**config.mk**
```make
export PLATFORM = sky130hd
export DESIGN_NAME = cam_init_sequencer
export DESIGN_NICKNAME = d
export VERILOG_FILES = /design/src/rtl/cam_init_sequencer.sv
export SDC_FILE = /design/constraint.sdc
export NUM_CORES = 1
export LEC_CHECK = 0
export CORE_ASPECT_RATIO = 0.8
export CORE_MARGIN = 1
export CORE_UTILIZATION = 25
export DETAILED_ROUTE_END_ITERATION = 10
export DONT_BUFFER_PORTS = 1
export GPL_ROUTABILITY_DRIVEN = 0
export PLACE_DENSITY = 0.45
export SLEW_MARGIN = 20
export SYNTH_ARGS = -nofsm -noshare
export SYNTH_HDL_FRONTEND = slang
export SYNTH_SLANG_ARGS = --single-unit
```
**constraint.sdc**
```tcl
create_clock -name clk -period 2.99 [get_ports clk]
set_input_delay 0.598 -clock clk [delete_from_list [all_inputs] [get_ports clk]]
set_output_delay 0.598 -clock clk [all_outputs]
set_load 0.01 [all_outputs]
```
**src/rtl/cam_init_sequencer.sv**
```systemverilog
// Camera init sequencer: walks a {reg,value} table and issues SCCB writes via a
// req/done handshake, with NACK retry, delay entries and sticky done/error flags.
module cam_init_sequencer #(
  parameter int          ADDR_W       = 6,
  parameter logic [7:0]  DEV_ADDR     = 8'h42,
  parameter logic [23:0] DELAY_CYCLES = 24'd1_000_000,
  parameter int          MAX_RETRY    = 3
) (
  input  logic              clk,
  input  logic              res,
  input  logic              start,
  output logic [ADDR_W-1:0] rom_addr,
  input  logic [15:0]       rom_data,
  output logic              i2c_req,
  output logic [7:0]        i2c_dev,
  output logic [7:0]        i2c_reg,
  output logic [7:0]        i2c_wdata,
  input  logic              i2c_done,
  input  logic              i2c_nack,
  output logic              busy,
  output logic              done,
  output logic              error
);

  localparam int RW = (MAX_RETRY > 0) ? $clog2(MAX_RETRY + 1) : 1;
  localparam logic [RW-1:0]     RETRY_MAX = RW'(MAX_RETRY);
  localparam logic [ADDR_W-1:0] LAST_ADDR = '1;

  typedef enum logic [2:0] {
    S_IDLE, S_FETCH, S_DECODE, S_ISSUE, S_WAIT, S_DELAY, S_FIN, S_ERR
  } state_t;

  state_t        state, state_nx;
  logic [RW-1:0] retry;
  logic [23:0]   dly_cnt;
  logic          last_entry;
  logic          is_end, is_delay;

  assign last_entry = (rom_addr == LAST_ADDR);
  assign is_end     = (rom_data == 16'hFFFF);
  assign is_delay   = (rom_data == 16'hFFF0);

  // State register
  always_ff @(posedge clk or posedge res) begin
    if (res) state <= S_IDLE;
    else     state <= state_nx;
  end

  // Next-state logic
  always_comb begin
    state_nx = state;
    case (state)
      S_IDLE:   if (start) state_nx = S_FETCH;
      S_FETCH:  state_nx = S_DECODE;
      S_DECODE: begin
        if (is_end)        state_nx = S_FIN;
        else if (is_delay) state_nx = S_DELAY;
        else               state_nx = S_ISSUE;
      end
      S_ISSUE:  state_nx = S_WAIT;
      S_WAIT: begin
        if (i2c_done) begin
          if (!i2c_nack)              state_nx = last_entry ? S_FIN : S_FETCH;
          else if (retry < RETRY_MAX) state_nx = S_ISSUE;
          else                        state_nx = S_ERR;
        end
      end
      S_DELAY:  if (dly_cnt == 24'd0) state_nx = last_entry ? S_FIN : S_FETCH;
      S_FIN:    state_nx = S_IDLE;
      S_ERR:    state_nx = S_IDLE;
      default:  state_nx = S_IDLE;
    endcase
  end

  // Datapath: table pointer, latched write, counters and sticky flags
  always_ff @(posedge clk or posedge res) begin
    if (res) begin
      rom_addr  <= '0;
      i2c_reg   <= 8'h00;
      i2c_wdata <= 8'h00;
      retry     <= '0;
      dly_cnt   <= 24'd0;
      busy      <= 1'b0;
      done      <= 1'b0;
      error     <= 1'b0;
    end else begin
      case (state)
        S_IDLE: if (start) begin
          rom_addr <= '0;
          busy     <= 1'b1;
          done     <= 1'b0;
          error    <= 1'b0;
        end
        S_DECODE: begin
          if (is_delay) begin
            dly_cnt <= DELAY_CYCLES - 24'd1;
          end else if (!is_end) begin
            i2c_reg   <= rom_data[15:8];
            i2c_wdata <= rom_data[7:0];
            retry     <= '0;
          end
        end
        S_WAIT: if (i2c_done) begin
          if (!i2c_nack) begin
            if (!last_entry) rom_addr <= rom_addr + 1'b1;
          end else if (retry < RETRY_MAX) begin
            retry <= retry + 1'b1;
          end
        end
        S_DELAY: begin
          if (dly_cnt == 24'd0) begin
            if (!last_entry) rom_addr <= rom_addr + 1'b1;
          end else begin
            dly_cnt <= dly_cnt - 24'd1;
          end
        end
        S_FIN: begin
          done <= 1'b1;
          busy <= 1'b0;
        end
        S_ERR: begin
          error <= 1'b1;
          busy  <= 1'b0;
        end
        default: ;
      endcase
    end
  end

  // Outputs: a retry re-enters ISSUE with retry != 0, which yields the one-cycle req gap
  always_comb begin
    i2c_dev = DEV_ADDR;
    i2c_req = (state == S_WAIT) || ((state == S_ISSUE) && (retry == '0));
  end

endmodule

```
==> impl_metrics.tcl <==
set metrics [dict create \
    synth-simple-area-share_pct 21.0 \
    h-tree-depth 2 \
    number_of_standard_cells_after_synthesis 289 \
    worstPathArrival_ns 2.48 \
    design_power_total_uw 2620 \
    wl_per_cell_um 14.7 \
    detailedPlacementHpwl_um 4710 \
    outcome "complete, no violations" \
    antenna-diode-count 0 \
    grt.met1_usage_pct 16.8 \
    synth_top_cell_area_share_pct 47.1 \
    clock_insertion_delay_worst_skew_ns 0.29 \
    cts_buffer_depth 2 \
    sequential_fraction_of_the_synthesis_area_pct 47.1 \
    drcViolationCount 0 \
    synth-compound-area-share_pct 14.8 \
    drt_iter0_drc 83 \
    synth-edff-count 0 \
    ys.flop_type "dfrtp_1" \
    fin_util_pct 29.0 \
    die_height_um 97.8 \
    min_period_over_period_pct 76.3 \
    total_leakage_power_uw 0.00120 \
    std_cell_rows 34 \
    grt_setup_unrepaired "no" \
    first_global_vias 2202 \
    post_synth_xor_area_fraction_pct 3.05 \
    final_net_count 320 \
    detail_route.wirelength_um 6440 \
    via_count_of_the_routed_design 2167 \
    finalSetupTns_ns 0 \
    hold_path_class "in -> async" \
    timing.final.setup_violations 0 \
    clkSinkCount 54 \
    grt_max_degree 36 \
    reg2reg_setup_slack_ns 0.71 \
    area_delta_synth_final_pct 11.6 \
    syn_area_um2 2870 \
    worst_ep_required_time_ns 3.19 \
    timing_max_transition_violations_final 0 \
    yosys_warnings 0 \
    synth.ff_latch_count 54 \
    antenna_violating_nets_post_route 0 \
    timing.rr.end "rom_addr[3]" \
    end_kind "register" \
    antenna_found_initial 0 \
    synth_top_family_by_area "simple AND/OR/NAND/NOR gates" \
    fmaxAchievable_mhz 439 \
    power.ir.vdd_worst_mv 0.379 \
    cts_tree "done" \
    fin_crit_ns 2.28 \
    post_cts_resize_count 0 \
    drv.max_cap_violation_count 0 \
    finalClockSkew_ns 0.00601 \
    netlist_top_cells_area "dfrtp_1 47%, mux2_2 6.3%, a21oi_1 3.0%, nand2_1 2.6%, o31ai_1 2.6%" \
    floorplan.io_pins 55 \
    worst_hold_slack_ns 0.208 \
    final_hold_violation_count 0 \
    ctsHoldBuffers 0 \
    dpl_cell_area_um2 3050 \
    setup.worst_path.start_class "register" \
    avgViaCountPerCell 4.94 \
    rr_worst_depth 7 \
    mux_share_of_post_synthesis_cell_area_pct 6.63 \
    post_cts.repair.setup_buffers 0 \
    timing.rr.start "dly_cnt[0]" \
    grt-busiest-layer "met2" \
    die_x_um 122 \
    synth.distinct_cells 54 \
    power_per_cell_area_nw_per_um2 819 \
    synth_largest_area_cell "dfrtp_1" \
    worstSetupPathType "reg -> reg" \
    global_route.usage.met3_pct 3.39 \
    place.port_buffers 0 \
    floorplan.initialDensity_pct 26.0 \
    yosys.area_share.adder_pct 2.18 \
    cts_inserted_buffers 5 \
    average_size_of_a_mapped_cell_um2 9.92 \
    path_max_fanout 10 \
    core_um2 11000 \
    drive_gt1_share_pct 14.6 \
    clk_pin_slew_ns 0.08 \
    global_route.usage.total_pct 11.6 \
    grt_first_pass_wirelength_um 11000 \
    detail_route.first_pass.iterations 4 \
    groute.layer.met2.usage_pct 17.0 \
    ys_async_sr_fraction_pct 100 \
    dieArea_um2 11900 \
    clk_root_buffer_cell "clkbuf_16" \
    worst_pin_slew_ns 0.646 \
    largest_register_ffs 24 \
    worst_slew_margin_rel_pct 56.5 \
    gr-total-overflow 0 \
    post-route-cell-area_um2 3200 \
]
placed cells by master (no fill, tap or decap), drive strengths merged, types with 3 or more instances in the layout:
cell	Yosys	routed
dfrtp	54	54
nand2	20	20
nor2	20	20
a21oi	17	17
mux2	16	16
nand3	13	13
inv	11	12
o21ai	11	11
o31ai	10	10
buf	11	10
nor4	9	9
conb	2	8
nor3	7	7
xnor2	7	7
nand4	6	6
ha	5	5
clkbuf	7	5
and3	4	4
nand2b	4	4
nor4b	3	3
and4	3	3
and2	3	3
o41ai	3	3
or3	3	3
xor2	3	3
a31oi	3	3
o22ai	3	3
per-layer routing:
layer | vias up | routed length (um)
met2 | 52 | 2730
met1 | 1055 | 3280
met3 | 2 | 418
met4 | 0 | 19
li1 | 1058 | -
met5 | - | 0
logic make-up (layout without fill, tap and decap cells):
family,count (synthesis),count (layout)
other cells,2,8
simple gates,108,108
buf+inv,29,29
compound gates,64,64
mux,17,17
flops,54,54
xor+xnor,10,10
fa+ha+maj,5,5
worst max-delay path, cell delays in order, from the launching register on:
cell and delay (ns):
dfrtp_1 0.42, inv_1 0.09, ha_1 0.14, nor4b_1 0.34
and3_1 0.43, a21oi_1 0.28, nand2b_1 0.26, o31ai_1 0.23
Yosys cell counts (3+ instances only):
| master | count |
|---|---|
| a31oi_1 | 3 |
| a21oi_1 | 17 |
| nand4_1 | 6 |
| dfrtp_1 | 54 |
| nand3_1 | 13 |
| nand2_1 | 20 |
| or3_1 | 3 |
| nor4b_1 | 3 |
| nor2_1 | 19 |
| o21ai_0 | 11 |
| buf_4 | 8 |
| and2_1 | 3 |
| clkbuf_1 | 7 |
| o22ai_1 | 3 |
| mux2_2 | 16 |
| nor3_1 | 7 |
| and3_1 | 4 |
| o41ai_1 | 3 |
| xnor2_1 | 7 |
| and4_1 | 3 |
| ha_1 | 5 |
| nand2b_1 | 4 |
| nor4_1 | 8 |
| inv_1 | 11 |
| o31ai_1 | 10 |
| xor2_1 | 3 |
how the worst max path moves through the flow:
stage / end / from / slack, ns / cells past startpoint
2_1_floorplan: i2c_reg[0] / rom_data[3] / 0.86 / 5
3_3_place_gp: dly_cnt[20] / dly_cnt[13] / 0.81 / 5
3_5_place_dp: rom_addr[3] / dly_cnt[0] / 0.72 / 7
4_1_cts: rom_addr[3] / dly_cnt[0] / 0.72 / 7
5_1_grt: rom_addr[4] / dly_cnt[0] / 0.41 / 7
6_report: rom_addr[3] / dly_cnt[0] / 0.71 / 7
final cells by class:
class	count	area (um^2)
Tap cell	144	180
Inverter	11	41.3
Timing Repair Buffer	10	75.1
Clock inverter	3	28.8
Multi-Input combinational cell	212	1400
Sequential cell	54	1350
Clock buffer	5	125
Fill cell	1150	7820
report_power, final:
group	total, uW	switching [uW]	internal, uW
sequential	1230	282	949
clock	603	283	320
combinational	785	415	370
total	2620	980	1640
per-stage QoR:
stage	setup slack (ns)	cells
floorplan	0.861	295
global placement	0.807	431
detailed placement	0.718	431
CTS	0.716	439
global route	0.409	439
finish	0.710	439
Note: power is estimated with default switching activity, not from simulation.
